==> src/rtl/addr_sel_reg.sv <==
// rtl/addr_sel_reg.sv - memory address source select register with alignment checking
// Latches one of N_SRC address sources and holds it for a request/ready handshake.
module addr_sel_reg #(
  parameter int WIDTH = 32,
  parameter int N_SRC = 5,
  parameter int SEL_W = 3
) (
  input  logic                   clk,
  input  logic                   reset,
  input  logic [SEL_W-1:0]       sel,
  input  logic [N_SRC*WIDTH-1:0] src_in,
  input  logic [1:0]             size,
  input  logic                   start,
  input  logic                   mem_ready,
  input  logic                   fault_clr,
  output logic [WIDTH-1:0]       addr_out,
  output logic                   mem_req,
  output logic                   busy,
  output logic                   done,
  output logic                   fault,
  output logic [1:0]             fault_cause,
  output logic [WIDTH-1:0]       fault_addr
);

  typedef enum logic [1:0] {
    ST_IDLE  = 2'b00,
    ST_REQ   = 2'b01,
    ST_FAULT = 2'b10
  } state_t;

  localparam logic [1:0] CAUSE_NONE  = 2'b00;
  localparam logic [1:0] CAUSE_SEL   = 2'b01;
  localparam logic [1:0] CAUSE_ALIGN = 2'b10;

  localparam logic [1:0] SZ_HALF = 2'b01;
  localparam logic [1:0] SZ_BYTE = 2'b10;

  localparam logic [SEL_W:0] N_SRC_L = (SEL_W+1)'(N_SRC);

  state_t             state_q, state_d;
  logic [WIDTH-1:0]   addr_d;
  logic               done_d;
  logic               fault_d;
  logic [1:0]         cause_d;
  logic [WIDTH-1:0]   faddr_d;

  logic [WIDTH-1:0]   mux_val;
  logic               sel_valid;
  logic               misaligned;
  logic               start_ok;

  // Out-of-range selects fall through to zero; sel_valid gates their use.
  always_comb begin
    mux_val = '0;
    for (int k = 0; k < N_SRC; k++) begin
      if (sel == SEL_W'(k)) begin
        mux_val = src_in[k*WIDTH +: WIDTH];
      end
    end
  end

  assign sel_valid = ({1'b0, sel} < N_SRC_L);

  // Size 11 is treated as a word access.
  always_comb begin
    case (size)
      SZ_HALF: misaligned = mux_val[0];
      SZ_BYTE: misaligned = 1'b0;
      default: misaligned = |mux_val[1:0];
    endcase
  end

  assign start_ok = start && !fault && !fault_clr;

  always_comb begin
    state_d = state_q;
    addr_d  = addr_out;
    done_d  = 1'b0;
    fault_d = fault;
    cause_d = fault_cause;
    faddr_d = fault_addr;

    case (state_q)
      ST_IDLE: begin
        if (start_ok) begin
          if (!sel_valid) begin
            state_d = ST_FAULT;
            fault_d = 1'b1;
            cause_d = CAUSE_SEL;
            faddr_d = '0;
          end else if (misaligned) begin
            state_d = ST_FAULT;
            fault_d = 1'b1;
            cause_d = CAUSE_ALIGN;
            faddr_d = mux_val;
          end else begin
            state_d = ST_REQ;
            addr_d  = mux_val;
          end
        end
      end
      ST_REQ: begin
        if (mem_ready) begin
          state_d = ST_IDLE;
          done_d  = 1'b1;
        end
      end
      ST_FAULT: begin
        state_d = ST_IDLE;
      end
      default: begin
        state_d = ST_IDLE;
      end
    endcase

    // Clearing the sticky fault never touches state or the latched address.
    if (fault_clr) begin
      fault_d = 1'b0;
      cause_d = CAUSE_NONE;
      faddr_d = '0;
    end
  end

  always_ff @(posedge clk) begin
    if (reset) begin
      state_q     <= ST_IDLE;
      addr_out    <= '0;
      done        <= 1'b0;
      fault       <= 1'b0;
      fault_cause <= CAUSE_NONE;
      fault_addr  <= '0;
    end else begin
      state_q     <= state_d;
      addr_out    <= addr_d;
      done        <= done_d;
      fault       <= fault_d;
      fault_cause <= cause_d;
      fault_addr  <= faddr_d;
    end
  end

  assign mem_req = (state_q == ST_REQ);
  assign busy    = (state_q != ST_IDLE);

endmodule

==> config.mk <==
export PLATFORM = sky130hd
export DESIGN_NAME = addr_sel_reg
export DESIGN_NICKNAME = d
export VERILOG_FILES = /design/src/rtl/addr_sel_reg.sv
export SDC_FILE = /design/constraint.sdc
export NUM_CORES = 1
export LEC_CHECK = 0
export CAP_MARGIN = 20
export CORE_ASPECT_RATIO = 0.6
export CORE_UTILIZATION = 40
export DETAILED_ROUTE_END_ITERATION = 7
export DONT_BUFFER_PORTS = 1
export SETUP_SLACK_MARGIN = 0.5
export SLEW_MARGIN = 40
export SYNTH_ARGS = -nofsm -noshare
export SYNTH_HDL_FRONTEND = slang
export SYNTH_SLANG_ARGS = --single-unit
export TNS_END_PERCENT = 100
==> constraint.sdc <==
create_clock -name clk -period 1.8 [get_ports clk]
set_input_delay 0.09 -clock clk [delete_from_list [all_inputs] [get_ports clk]]
set_output_delay 0.09 -clock clk [all_outputs]
set_load 0.05 [all_outputs]
==> impl_results.md <==
- Slew @ Worst Pin: about 0.64 ns
- Max-cap violations: 0
- Most common cell in the netlist: dfxtp_1
- Detailed placement HPWL: 7937 µm
- Residual DRC count: 14
- PnR worst setup slack: ~0.05 ns
- HP Start: reset
- Initial antenna violation count: 0
- First-pass GRT wire length: about 18000 µm
- Vias/cell: 6.458
- H-Tree Depth: 3
- CTS Hold Buffers Added: 4
- Clock Path Buffers: 2
- Die H: around 76 µm
- Pwr dens: a little under 1000 nW/µm²
- Vias: between 2000 and 3000
- WHS Path Cells: 1
- Root buf cell: clkbuf_16
- Leakage: roughly 1.6 nW
- Fmax: 571.5 MHz
- IR Drop Worst-Case VDD: between 0.0004 and 0.0005 V
- Synth top cells by count: dfxtp_1 (70), nor2_1 (37), o2bb2ai_1 (32)
- Req. time, crit path: approximately 2 ns
- Post-synth top area cell: dfxtp_1
- RSZ-0062 raised after global routing: true
- CP Max Fanout: 7
- Tot GR Track Use: roughly a quarter
- Crit Reg-Reg Startpoint: state_q[0]$_SDFFE_PP0P_
- Rows: 26
- Number of global-route vias before repair: between 3000 and 4000
- Register area: ~1400 µm²
- Post-place setup slack: -0.009806 ns
- Yosys top cell area share: about two fifths
- Net count after synthesis: ~480
- Post-Syn Area: roughly 3700 µm²
- CTS tree: done
- Router iterations before antenna repair: 8
- Synth Register Bits: 70
- Final net count: roughly 510
- Cells after Synth: approximately 310
- Footprint of the multi-input gates: 2211 µm²
- Mean Syn Cell Area: 11.69 µm²
- Average wire per standard cell: 25.53 µm
- Core Region: roughly 8700 µm²
- Final period utilization: a little over nine tenths
- Max Slew Vio Count: 0
- Diode count: 0
- Reg-to-reg critical path endpoint: addr_out[8]$_SDFFE_PP0P_
- Finished Layout Cells: between 400 and 500
- Die Area: approximately 9500 µm²
- Cell Area, Placed: around 3900 µm²
- Internal reg-to-reg setup slack: 0.05 ns
- Buffers on Ports: 0
- Antenna viol nets, final: 0
- GPL Wtd Cong: 0.7800
- Final Cell Area: ~4700 µm²
- Clock Latency Late Sink: roughly 0.33 ns
- Initial Util: 42.13%
- Filler cells: 729
- Final wirelength: around 12000 µm
- Hold slack final: -0.1692 ns
- Critical path class: register to register
- Crit. End Element: register
- Ys flop type: dfxtp_1
- Ys async rst share: 0%
- Sink Count: 70
- Fin Clk Skew: ~0.0061 ns
- Final Critical Period: about 1.7 ns
- DR iter-0 viols: between 100 and 150
- Largest net degree at the start of global routing: slightly above 40
- Startpoint types: register
- Final Setup Violations: 0
- R2R depth: 8
- Total I/O pin count: 240
- Post-synth EDFFs: 0
- Synth warn: 0
- Area delta synth->final: 27.25%
- End of the worst hold path: addr_out[18]$_SDFFE_PP0P_
- Layout cells sized above 1: between 40 and 50%
- Failing checks: design-rule violations, negative hold slack
- TritonCTS Buffers: 9
- Final hold violations: 37
- Cell variety after synth: between 40 and 50
- Worst EP arrival: 1.95 ns
- Die X: 125.5 µm
- Rel. slew slack: between 50% and 60%
- Outcome: finished with violations
- Sequential area share after synthesis: 38.29%
- Gr ovfl total: 0
- HP Class: primary input to register
- CTS clk-pin slew, worst paths: roughly 0.060 ns
- Area contributors post-synth: dfxtp_1 (38%), mux4_2 (18%), a211oi_2 (9.9%), o2bb2ai_1 (7.7%), a22oi_1 (5.9%)
- Inst Count DP: roughly 420
==> metal layers <==
layer	global-route usage, %	wire length [µm]	share of wire (%)	vias up
met2	40.33	5489	47	182
met3	10.25	1296	11	13
met5	0	0	0	-
met4	7.927	156	1.3	0
li1	-	-	-	1305
met1	28.72	4648	40	1432
==> state kept, by name (all words and copies together) (netlist names) <==
| signal | cells |
|---|---|
| fault_addr | 32 |
| addr_out | 32 |
| done | 1 |
| fault | 1 |
| fault_cause | 2 |
| state_q | 2 |
==> cells in the final DEF, fill, tap and decap left out, drive strengths merged <==
cell	instances
o211ai	1
o21ai	6
o221ai	1
nor2b	4
clkbuf	13
o21ba	1
mux2i	3
a221oi	1
dlygate4sd3	4
buf	38
o2bb2ai	32
bufinv	3
nor3b	3
nor3	4
o21bai	2
mux2	1
inv	3
a32oi	1
nand4	1
or3b	1
or2	3
a21oi	3
a31o	1
nand2	3
clkinvlp	2
dfxtp	70
nand3	1
a21o	2
and3b	1
and4bb	1
ha	1
mux4	29
a211oi	30
o21a	2
nand3b	3
a22oi	29
nor2	37
o41ai	1
==> how the worst max path moves through the flow <==
stage                             from                     endpoint  slack, ns  cells past startpoint
2_1_floorplan  state_q[0]$_SDFFE_PP0P_    addr_out[10]$_SDFFE_PP0P_       0.11                      6
3_3_place_gp                    sel[1]     addr_out[5]$_SDFFE_PP0P_       0.06                      7
3_5_place_dp                    sel[1]    addr_out[23]$_SDFFE_PP0P_      -0.01                      7
4_1_cts        state_q[0]$_SDFFE_PP0P_  fault_addr[30]$_SDFFE_PP0P_       0.07                      6
5_1_grt        state_q[0]$_SDFFE_PP0P_    addr_out[31]$_SDFFE_PP0P_      -0.03                      8
6_report       state_q[0]$_SDFFE_PP0P_     addr_out[8]$_SDFFE_PP0P_       0.05                      8
==> kinds of logic (layout without fill, tap and decap cells) <==
family	count (synthesis)	count (layout)	synth area share [%]
buffers and inverters	34	63	5.436
AOI/OAI and AO/OA	113	113	28.62
and+or+nand+nor	62	62	8.342
DFF	70	70	38.29
muxes	33	33	18.97
adders and majority gates	1	1	0.3418
==> repair_timing <==
action / in CTS / in global routing
hold endpoints to repair: 39 / 37
pin swaps: 4 / 2
buffers inserted: 7 / 0
endpoints found under the setup margin: 69 / 69
cloned: 3 / 2
gates resized for setup: 8 / 18
==> critical path: stages, from the launching register on <==
cell       delay (ns)
dfxtp_1          0.30
or2_4            0.25
nor3b_4          0.24
nand3_2          0.15
a21oi_4          0.17
buf_12           0.15
buf_6            0.12
clkbuf_16        0.15
a211oi_2         0.06
==> power by group <==
part	switching, mW	total, mW	internal (mW)
logic	0.383	0.736	0.352
clock network	0.676	2.10	1.43
registers	0.149	1.75	1.60
==> area by class of cell <==
cell class	instances	share of cell area, %
Inverter	3	0.2418
Sequential cell	70	30.12
Multi-Input combinational cell	209	47.47
Tap cell	112	3.009
Clock buffer	11	5.427
Timing Repair Buffer	44	11.47
Clock inverter	5	2.257
==> metrics by stage <==
stage | setup TNS, ns | utilization, % | power, mW
4_1_cts | 0 | 51.76 | 4.591
2_1_floorplan | 0 | - | 2.334
6_report | 0 | 53.62 | 4.594
5_1_grt | -0.7062 | 53.62 | 4.757
3_3_place_gp | 0 | 45.28 | 2.413
3_5_place_dp | -0.009806 | 45.28 | 2.427
Note: power is estimated with default switching activity, not from simulation.
